--- src/rtl/prg_loader_ctrl_if.sv ---
// Memory write port between the PRG loader and the RAM/SDRAM write mux.
//   mem_req  : write request, held high until mem_ack is seen
//   mem_addr : 16-bit target address
//   mem_data : 8-bit write data
//   mem_ack  : write accepted this cycle
// master = loader side, slave = memory side.
interface prg_loader_ctrl_if;
  logic        mem_req;
  logic [15:0] mem_addr;
  logic [7:0]  mem_data;
  logic        mem_ack;

  modport master (
    output mem_req,
    output mem_addr,
    output mem_data,
    input  mem_ack
  );

  modport slave (
    input  mem_req,
    input  mem_addr,
    input  mem_data,
    output mem_ack
  );
endinterface

--- src/rtl/prg_loader_ctrl.sv ---
// PRG/cartridge download sequencer for the VIC-20 core.
// Takes the data_io byte stream, optionally strips the 2-byte load-address header, writes the
// payload to sequential addresses over a single req/ack port, then writes the BASIC
// end-of-program pointers into zero page and, if a byte landed at the autostart address,
// pulses force_reset.
// Ports:
//   clk_sys, reset_n        : clock, asynchronous active-low reset
//   dl_active/dl_wr         : download in progress / byte strobe
//   dl_addr/dl_data         : byte offset in the file / byte value
//   use_header              : bytes 0/1 carry the little-endian load address
//   mem                     : write port (master modport)
//   force_reset             : system reset request, RESET_HOLD cycles long
//   busy                    : controller not idle
//   overflow                : sticky, a byte was dropped because a write was pending
module prg_loader_ctrl #(
  parameter logic [15:0] DEFAULT_ADDR   = 16'hA000,
  parameter logic [15:0] AUTORESET_ADDR = 16'hA000,
  parameter int unsigned RESET_HOLD     = 16
) (
  input  logic                     clk_sys,
  input  logic                     reset_n,
  input  logic                     dl_active,
  input  logic                     dl_wr,
  input  logic [15:0]              dl_addr,
  input  logic [7:0]               dl_data,
  input  logic                     use_header,
  prg_loader_ctrl_if.master        mem,
  output logic                     force_reset,
  output logic                     busy,
  output logic                     overflow
);

  localparam logic [7:0] HoldLast = 8'(RESET_HOLD - 1);

  typedef enum logic [2:0] {StIdle, StLoad, StDrain, StInject, StResetPulse} state_e;

  state_e      state_q, state_d;
  logic        dl_active_q;
  logic        hdr_q, hdr_d;
  logic [15:0] next_addr_q, next_addr_d;
  logic        bytes_seen_q, bytes_seen_d;
  logic        armed_q, armed_d;
  logic        overflow_q, overflow_d;
  logic        mem_req_q, mem_req_d;
  logic [15:0] mem_addr_q, mem_addr_d;
  logic [7:0]  mem_data_q, mem_data_d;
  logic [2:0]  inj_cnt_q, inj_cnt_d;
  logic [7:0]  hold_cnt_q, hold_cnt_d;

  logic        ack_take;
  logic [15:0] addr_use;
  logic [7:0]  zp_addr;

  always_ff @(posedge clk_sys or negedge reset_n) begin
    if (!reset_n) begin
      state_q      <= StIdle;
      dl_active_q  <= 1'b0;
      hdr_q        <= 1'b0;
      next_addr_q  <= 16'h0000;
      bytes_seen_q <= 1'b0;
      armed_q      <= 1'b0;
      overflow_q   <= 1'b0;
      mem_req_q    <= 1'b0;
      mem_addr_q   <= 16'h0000;
      mem_data_q   <= 8'h00;
      inj_cnt_q    <= 3'd0;
      hold_cnt_q   <= 8'd0;
    end else begin
      state_q      <= state_d;
      dl_active_q  <= dl_active;
      hdr_q        <= hdr_d;
      next_addr_q  <= next_addr_d;
      bytes_seen_q <= bytes_seen_d;
      armed_q      <= armed_d;
      overflow_q   <= overflow_d;
      mem_req_q    <= mem_req_d;
      mem_addr_q   <= mem_addr_d;
      mem_data_q   <= mem_data_d;
      inj_cnt_q    <= inj_cnt_d;
      hold_cnt_q   <= hold_cnt_d;
    end
  end

  always_comb begin
    state_d      = state_q;
    hdr_d        = hdr_q;
    next_addr_d  = next_addr_q;
    bytes_seen_d = bytes_seen_q;
    armed_d      = armed_q;
    overflow_d   = overflow_q;
    mem_req_d    = mem_req_q;
    mem_addr_d   = mem_addr_q;
    mem_data_d   = mem_data_q;
    inj_cnt_d    = inj_cnt_q;
    hold_cnt_d   = hold_cnt_q;
    addr_use     = next_addr_q;
    // Zero-page pointer slots: $2D..$32 then $AE/$AF.
    zp_addr      = (inj_cnt_q < 3'd6) ? (8'h2D + {5'b0, inj_cnt_q})
                                      : (8'hA8 + {5'b0, inj_cnt_q});

    // An ack only counts against an outstanding request.
    ack_take = mem_req_q & mem.mem_ack;
    if (ack_take) begin
      mem_req_d = 1'b0;
    end

    case (state_q)
      StIdle: begin
        if (dl_active && !dl_active_q) begin
          state_d      = StLoad;
          hdr_d        = use_header;
          next_addr_d  = DEFAULT_ADDR;
          bytes_seen_d = 1'b0;
          armed_d      = 1'b0;
          overflow_d   = 1'b0;
        end
      end

      StLoad: begin
        if (dl_wr) begin
          if (hdr_q && dl_addr == 16'd0) begin
            next_addr_d[7:0] = dl_data;
          end else if (hdr_q && dl_addr == 16'd1) begin
            next_addr_d[15:8] = dl_data;
          end else if (mem_req_q) begin
            // Previous write still pending: drop this byte, keep the pointer.
            overflow_d = 1'b1;
          end else begin
            addr_use     = (!hdr_q && dl_addr == 16'd0) ? DEFAULT_ADDR : next_addr_q;
            mem_req_d    = 1'b1;
            mem_addr_d   = addr_use;
            mem_data_d   = dl_data;
            next_addr_d  = addr_use + 16'd1;
            bytes_seen_d = 1'b1;
            if (addr_use == AUTORESET_ADDR) begin
              armed_d = 1'b1;
            end
          end
        end
        if (!dl_active) begin
          state_d = StDrain;
        end
      end

      StDrain: begin
        if (!mem_req_q) begin
          inj_cnt_d = 3'd0;
          state_d   = bytes_seen_q ? StInject : StIdle;
        end
      end

      StInject: begin
        if (ack_take) begin
          inj_cnt_d = inj_cnt_q + 3'd1;
          if (inj_cnt_q == 3'd7) begin
            hold_cnt_d = 8'd0;
            state_d    = armed_q ? StResetPulse : StIdle;
          end
        end else if (!mem_req_q) begin
          // Even slots take the low byte of the end pointer, odd slots the high byte.
          mem_req_d  = 1'b1;
          mem_addr_d = {8'h00, zp_addr};
          mem_data_d = inj_cnt_q[0] ? next_addr_q[15:8] : next_addr_q[7:0];
        end
      end

      StResetPulse: begin
        hold_cnt_d = hold_cnt_q + 8'd1;
        if (hold_cnt_q == HoldLast) begin
          state_d = StIdle;
        end
      end

      default: state_d = StIdle;
    endcase
  end

  assign mem.mem_req  = mem_req_q;
  assign mem.mem_addr = mem_addr_q;
  assign mem.mem_data = mem_data_q;
  assign force_reset  = (state_q == StResetPulse);
  assign busy         = (state_q != StIdle);
  assign overflow     = overflow_q;

endmodule

--- src/flat_wrapper.sv ---
// flat-port wrapper written by rule: the top's interface ports become plain ports
module prg_loader_ctrl_flat 
#(
  parameter logic [15:0] DEFAULT_ADDR   = 16'hA000,
  parameter logic [15:0] AUTORESET_ADDR = 16'hA000,
  parameter int unsigned RESET_HOLD     = 16
)
  (clk_sys, reset_n, dl_active, dl_wr, dl_addr, dl_data, use_header, force_reset, busy, overflow, mem_mem_req, mem_mem_addr, mem_mem_data, mem_mem_ack);
  prg_loader_ctrl_if mem_i ();
  input  logic clk_sys;
  input  logic reset_n;
  input  logic dl_active;
  input  logic dl_wr;
  input  logic [15:0] dl_addr;
  input  logic [7:0] dl_data;
  input  logic use_header;
  output logic force_reset;
  output logic busy;
  output logic overflow;
  output wire logic [$bits(mem_i.mem_req)-1:0] mem_mem_req;
  output wire logic [$bits(mem_i.mem_addr)-1:0] mem_mem_addr;
  output wire logic [$bits(mem_i.mem_data)-1:0] mem_mem_data;
  input wire logic [$bits(mem_i.mem_ack)-1:0] mem_mem_ack;
  assign mem_mem_req = mem_i.mem_req;
  assign mem_mem_addr = mem_i.mem_addr;
  assign mem_mem_data = mem_i.mem_data;
  assign mem_i.mem_ack = mem_mem_ack;
  prg_loader_ctrl #(.DEFAULT_ADDR(DEFAULT_ADDR), .AUTORESET_ADDR(AUTORESET_ADDR), .RESET_HOLD(RESET_HOLD)) u_core (.clk_sys(clk_sys), .reset_n(reset_n), .dl_active(dl_active), .dl_wr(dl_wr), .dl_addr(dl_addr), .dl_data(dl_data), .use_header(use_header), .mem(mem_i), .force_reset(force_reset), .busy(busy), .overflow(overflow));
endmodule
--- config.mk ---
export PLATFORM = sky130hd
export DESIGN_NAME = prg_loader_ctrl_flat
export DESIGN_NICKNAME = d
export VERILOG_FILES = /design/src/rtl/prg_loader_ctrl_if.sv /design/src/rtl/prg_loader_ctrl.sv /design/src/flat_wrapper.sv
export SDC_FILE = /design/constraint.sdc
export NUM_CORES = 1
export LEC_CHECK = 0
export CAP_MARGIN = 10
export CELL_PAD_IN_SITES_DETAIL_PLACEMENT = 2
export CELL_PAD_IN_SITES_GLOBAL_PLACEMENT = 2
export CORE_MARGIN = 8
export CORE_UTILIZATION = 30
export DETAILED_ROUTE_END_ITERATION = 10
export PLACE_DENSITY_LB_ADDON = 0.1
export SLEW_MARGIN = 10
export SYNTH_ARGS = -nofsm -noshare
export SYNTH_HDL_FRONTEND = slang
export SYNTH_SLANG_ARGS = --single-unit
--- constraint.sdc ---
create_clock -name clk_sys -period 2.2 [get_ports clk_sys]
set_input_delay 0.22 -clock clk_sys [delete_from_list [all_inputs] [get_ports clk_sys]]
set_output_delay 0.22 -clock clk_sys [all_outputs]
set_load 0.02 [all_outputs]
==> results of run 1 <==
==> worst paths after layout <==
path,startpoint,end,slack [ns],cells after the start
min in group clk_sys,dl_addr[0],u_core.next_addr_q[11]$_DFFE_PN0P_,0.41,3
worst min register to register,u_core.mem.mem_data[7]$_DFFE_PN0P_,u_core.mem.mem_data[7]$_DFFE_PN0P_,0.49,1
worst min-delay path,reset_n,u_core.next_addr_q[1]$_DFFE_PN0P_,0.37,2
worst max register to register,u_core.hdr_q$_DFFE_PN0P_,u_core.next_addr_q[0]$_DFFE_PN0P_,0.08,6
max in group asynchronous,reset_n,u_core.mem.mem_addr[14]$_DFFE_PN0P_,1.21,3
worst max-delay path,dl_addr[4],u_core.next_addr_q[15]$_DFFE_PN0P_,0.05,10
==> routing by layer <==
layer	vias up	global-route usage [%]	routed length [um]
li1	1703	-	-
met1	1871	21.7	6380
met2	76	32.8	7570
met3	21	3.54	566
met4	0	8.39	339
met5	-	0	0
==> stage by stage <==
stage / instance area, um^2 / utilization, %
2_1_floorplan: 3770 / -
3_3_place_gp: 4960 / 40.0
3_5_place_dp: 4960 / 40.0
4_1_cts: 5320 / 42.9
5_1_grt: 5410 / 43.6
6_report: 5410 / 43.6
==> cell usage in the layout (no fill, tap or decap), types with 3 or more instances in the layout <==
cell type and count:
nor2_1 24, xnor2_1 7, ha_1 4, clkbuf_16 9
dfrtp_1 59, buf_4 71, mux2i_1 19, inv_1 25
dlymetal6s2s_1 13, mux2_2 3, a21oi_1 14, and2_1 3
a31oi_1 4, nor3_1 8, xor2_1 6, nand2_1 39
o21ai_0 20, o21ai_1 4, o21bai_1 3, o22ai_1 4
o221ai_1 4, nor4_4 3, o2bb2ai_1 9, a22o_1 3
nand3_1 17, o21ai_2 3, clkdlybuf4s50_1 42, nor4_1 4
mux2_1 14, o32ai_1 3, a2bb2oi_1 5, or3b_1 3
nand4_1 5, or3_1 6
==> layout make-up <==
class / instances / area (um^2)
clock inverter: 4 / 72.6
sequential: 60 / 1500
inverter: 27 / 101
multi-input combinational: 288 / 2090
clock buffer: 12 / 246
tap: 172 / 215
timing repair buffer: 131 / 1180
fill: 1356 / 7010
==> cells by family after synthesis <==
group                    after synthesis
AND/OR/NAND/NOR                      140
multiplexers                          37
adder cells (fa/ha/maj)                5
flip-flops                            60
buffers and inverters                 54
AO/OA/AOI/OAI                         93
XOR/XNOR                              13
==> what timing repair did <==
action | 4_1_cts | 5_1_grt
buffers inserted | 2 | 4
hold buffers | 1 | 0
endpoints found under the hold margin | 16 | 0
pin swaps | 4 | 10
endpoints found under the setup margin | 5 | 10
gates resized for setup | 5 | 19
==> sequential cells by signal (all words and copies together) (netlist names) <==
name and flops:
u_core.armed_q 1, u_core.bytes_seen_q 1, u_core.dl_active_q 1, u_core.hdr_q 1, u_core.hold_cnt_q 8, u_core.inj_cnt_q 3
u_core.mem.mem_addr 16, u_core.mem.mem_data 8, u_core.mem.mem_req 1, u_core.next_addr_q 16, u_core.overflow 1, u_core.state_q 3
==> worst reg2reg max path, delay by kind of cell, from the launching register on <==
kind	cells	cell delay, ns
buf+inv	1	0.16
compound gates	1	0.28
flops	1	0.52
mux	2	0.51
simple gates	2	0.52
==> power by group <==
part / internal [mW] / leakage, nW / total [mW] / switching (mW)
Sequential: 1.41 / 0.751 / 1.71 / 0.296
Clock: 1.02 / 0.153 / 1.56 / 0.534
Combinational: 1.21 / 1.43 / 2.67 / 1.47
==> summary.txt, run 1 <==
Placement
  – Cell total after placement: 671
  – DP HPWL: between 10,000 and 15,000 um
  – Port Buffers: 57
  – Dpl ws: -0.473 ns
  – Gpl congestion: 0.819

Yosys
  – Post-Syn Area: 3760 um^2
  – Synth Register Bits: 60
  – Count leader, synth: dfrtp_1
  – Synth Area in Compound Gates: between 15 and 20%
  – Area leader, netlist: dfrtp_1
  – Main combinational cell family by area after synthesis: simple AND/OR/NAND/NOR gates
  – Adder-Cell Fraction of Synth Area: 1.66%
  – Post-synthesis mux area share: between 10% and 20%
  – Syn avg cell area: 9.36 um^2
  – Synth Flop Type: dfrtp_1
  – Post-synth ARST share: 100%
  – Synth top area cells: dfrtp_1, mux2i_1, mux2_1
  – Cell count after synthesis: between 400 and 500
  – Yosys Warn Count: 0
  – Synth Area in XOR/XNOR: 3.03%
  – Number of synthesized flops with an enable pin: 0
  – Top cells by count, synth: dfrtp_1, nand2_1, inv_1, nor2_1, o21ai_0
  – Syn nets: approximately 440
  – Top cell type's share of synthesized area: 39.9%
  – Post-synthesis sequential area ratio: 39.9%
  – Post-synth cell types: 66
  – Simple-gate share of the synthesized area: 21.9%

Setup path
  – Slowest-stage cell, CP: clkdlybuf4s50_1
  – Top cell by count, worst path: buf_4
  – Cell family with most CP delay: buffers and inverters
  – Worst path bufs/invs: 5
  – Critical path fanouts, max: 5
  – Critical path class: primary input to flip-flop
  – Worst stage delay on the critical path: 0.50 ns
  – Crit end category: flip-flop
  – Worst path arrival time: 2.41 ns
  – Critical path required time: between 2 and 2.5 ns
  – CP Launch Type: primary input
  – Critical path cell sequence: clkdlybuf4s50_1 > nor4_4 > buf_4 > buf_4 > buf_4 > and4_1 > buf_4 > a2111oi_0 > o221ai_1 > a21oi_1

Clock tree
  – Num Clock Sinks: 60
  – Worst skew pair latency: 0.33 ns
  – CTS Root Cell: clkbuf_16
  – Num CTS Buffers: 9
  – Clock buffer depth: 2
  – H-tree levels: 3
  – Clock transition at path regs: 0.05 ns
  – TritonCTS clock tree: built

Timing
  – Fin Setup TNS: 0 ns
  – Least-Margin Pin Slew: 0.474 ns
  – Slew Limit Fails: 0
  – Period utilization: between 90% and 100%
  – FMAX: 464 MHz
  – Final clock skew: 0.00540 ns
  – Hold_ws: around 0.37 ns
  – Final Hold Vio Count: 0
  – Crit path time final: around 2.2 ns
  – Relative slew margins: 68.3%
  – Setup ws final: ~0.047 ns
  – Final setup fails: 0

GRT
  – Gr usage total: 18.7%
  – Gr ovfl total: 0
  – Global-route wire length before repair: 23,500 um
  – Initial antenna violation count: 0
  – Largest net degree at the start of global routing: 45
  – Vias in the first global route: approximately 4,200

Routing
  – DR vias/cell: 5.29
  – Drt total wl: 14,900 um
  – Via count: 3,671
  – Initial drt markers: 168
  – # DRC: 0
  – Final ANT Viol Nets: 0
  – Drt first pass iters: 4
  – Routed len/inst: roughly 21 um

Final layout
  – # nets final: 552
  – Non-filler instance count after layout: 694
  – Share of cells above drive strength 1: 22.0%
  – Synth-to-Final Area Change: 43.7%
  – Diode count: 0

Pwr
  – Worst VDD drop: about 0.00046 V
  – Pwr Total: between 5 and 6 mW
  – Leak pwr: 2.34 nW
  – Pwr Density: 1100 nW/um^2

Floorplanning
  – Row Count: ~40
  – Die Area: ~16,000 um^2
  – Die span in x: 128 um
  – Num ports: 58
  – Starting Density: 30.3%
  – Die Y: 128 um
  – Core area: 12,400 um^2

Worst hold path
  – Hold Path Class: primary input to async pin

Status
  – Status: finished clean

Flow run
  – Max Cap Violations: 0
No activity file was read; power rests on OpenSTA's default activity.
==> run 2: changes to the inputs <==
- GPL_TIMING_DRIVEN: default -> 0
==> summary.txt, run 2 (synthesis gave the netlist of run 1 again) <==
Clock tree
  – Num CTS Buffers: 9
  – H-tree levels: 3
  – Clock transition at path regs: approximately 0.050 ns
  – Clock buffer depth: 2
  – Num Clock Sinks: 60
  – TritonCTS clock tree: built
  – Worst skew pair latency: 0.34 ns
  – CTS Root Cell: clkbuf_16

Routing
  – Final ANT Viol Nets: 0
  – Drt total wl: 13,700 um
  – Drt first pass iters: 4
  – DR vias/cell: 5.31
  – # DRC: 0
  – Via count: 3,505
  – Routed len/inst: 20.8 um
  – Initial drt markers: 139

Floorplanning
  – Num ports: 58
  – Core area: 12,400 um^2
  – Row Count: about 40
  – Die Area: 16,400 um^2
  – Die span in x: approximately 130 um
  – Die Y: 128 um
  – Starting Density: between 30% and 40%

Worst hold path
  – Hold Path Class: primary input to async pin

Final layout
  – Most frequent cells in the layout: dfrtp_1, clkdlybuf4s50_1, nand2_1
  – Final core occ: 41.0%
  – # nets final: 518
  – Synth-to-Final Area Change: 35.1%
  – Fillcell total: 1,390
  – Share of cells above drive strength 1: 17.4%
  – Leading cell type in the layout, fill and taps excluded: dfrtp_1
  – Diode count: 0

Setup path
  – Worst path arrival time: 2.35 ns
  – Worst r2r src: u_core.hdr_q$_DFFE_PN0P_
  – R2R depth: 5
  – Worst stage delay on the critical path: 0.51 ns
  – Critical path required time: roughly 2.4 ns
  – Critical path class: primary input to flip-flop
  – Reg2reg setup slack: 0.11 ns
  – CP Launch Type: primary input
  – Critical path cell sequence: clkdlybuf4s50_1 > nor4_4 > nand4_1 > clkbuf_8 > nor2_4 > nor2b_4 > ha_4 > nand2_4 > or3_1 > o22ai_1 > a311oi_1 > o21bai_1
  – Worst path bufs/invs: 2
  – Cell family with most CP delay: simple AND/OR/NAND/NOR gates
  – Critical path fanouts, max: 5
  – Reg2Reg Capture Point: u_core.next_addr_q[0]$_DFFE_PN0P_
  – Slowest-stage cell, CP: clkdlybuf4s50_1
  – Crit end category: flip-flop

Timing
  – Period utilization: 97.2%
  – FMAX: 468 MHz
  – Unrepaired setup endpoints after global routing: yes
  – Relative slew margins: approximately 50%
  – Least-Margin Pin Slew: ~0.76 ns
  – Slew Limit Fails: 0
  – Final clock skew: 0.00227 ns
  – Hold_ws: 0.232 ns
  – Crit path time final: 2.14 ns
  – Final setup fails: 0
  – Final Hold Vio Count: 0

GRT
  – Largest net degree at the start of global routing: 57
  – Initial antenna violation count: 0
  – Vias in the first global route: 3,878
  – Gr usage total: 17.8%
  – Gr ovfl total: 0
  – Global-route wire length before repair: 22,200 um

Pwr
  – Pwr Total: approximately 5.6 mW
  – Comb pwr share: 45.0%
  – Switch share: between 40% and 50%
  – Worst VDD drop: between 0.0004 and 0.0005 V
  – Clk pwr share: 24.3%
  – NetSw: 2.29 mW
  – Leak pwr: 2.06 nW
  – Sequential Power Share: between 30 and 40%
  – Int Pwr: roughly 3.3 mW
  – Pwr Density: 1090 nW/um^2

Placement
  – Port Buffers: 57
  – Gpl congestion: 0.794
  – DP HPWL: 10,100 um

Status
  – Status: finished clean

Flow run
  – Max Cap Violations: 0
[run 2: what timing repair did]
action | CTS | global route
resized for setup | 33 | 21
setup endpoints to repair | 35 | 28
buffers inserted | 12 | 2
pin swaps | 11 | 8
endpoints found under the hold margin | 60 | 0
hold buffers | 1 | 0
gates cloned | 0 | 0
[run 2: power by group through the flow]
stage / sequential [mW] / combinational, mW / clock, mW
after floorplan: 1.80 / 1.26 / 0
after global placement: 1.70 / 2.29 / 0
after detailed placement: 1.72 / 2.34 / 0
after CTS: 1.71 / 2.52 / 1.38
after global routing: 1.75 / 2.74 / 1.43
final: 1.71 / 2.50 / 1.35
[run 2: worst register-to-register path, cell delays in order, from the launching register on]
cell and delay [ns]:
dfrtp_2 0.44, nor4b_2 0.33, nand4_4 0.25, mux2i_2 0.45, o21ai_4 0.16, mux2_1 0.33
[run 2: stage by stage]
| step | worst slack [ns] | cells | setup TNS, ns | instance area, um^2 |
|---|---|---|---|---|
| floorplan | 0.0210 | 402 | 0 | 3770 |
| global placement | -1.39 | 631 | -98.93 | 4550 |
| detailed placement | -1.05 | 632 | -18.21 | 4580 |
| CTS | -0.0155 | 661 | -0.0155 | 5030 |
| global route | -0.0202 | 660 | -0.0429 | 5090 |
| finish | 0.0616 | 660 | 0 | 5090 |
[run 2: cell type report]
type / instances / area [um^2] / share of cell area [%]
tap: 172 / 215 / 4.23
clock inverter: 6 / 40.0 / 0.787
multi-input combinational: 288 / 2140 / 42.0
timing repair buffer: 73 / 709 / 13.9
clock buffer: 10 / 239 / 4.70
sequential: 60 / 1510 / 29.6
buffer: 24 / 139 / 2.73
inverter: 27 / 101 / 1.99
[run 2: routing by layer]
metal	part of all wire, %	global-route usage, %	up-vias
li1	-	-	1623
met1	44	21.5	1797
met2	50	30.5	70
met3	4.1	3.58	15
met4	1.6	7.20	0
met5	0	0	-
[run 2: worst max path at each step]
stage,from,cells after the start,end
after floorplan,dl_addr[1],11,u_core.next_addr_q[14]$_DFFE_PN0P_
after global placement,reset_n,1,u_core.hold_cnt_q[7]$_DFFE_PN0P_
after detailed placement,dl_addr[1],12,u_core.next_addr_q[14]$_DFFE_PN0P_
after CTS,dl_addr[10],12,u_core.next_addr_q[14]$_DFFE_PN0P_
after global routing,dl_addr[3],12,u_core.next_addr_q[10]$_DFFE_PN0P_
final,dl_addr[8],12,u_core.next_addr_q[14]$_DFFE_PN0P_
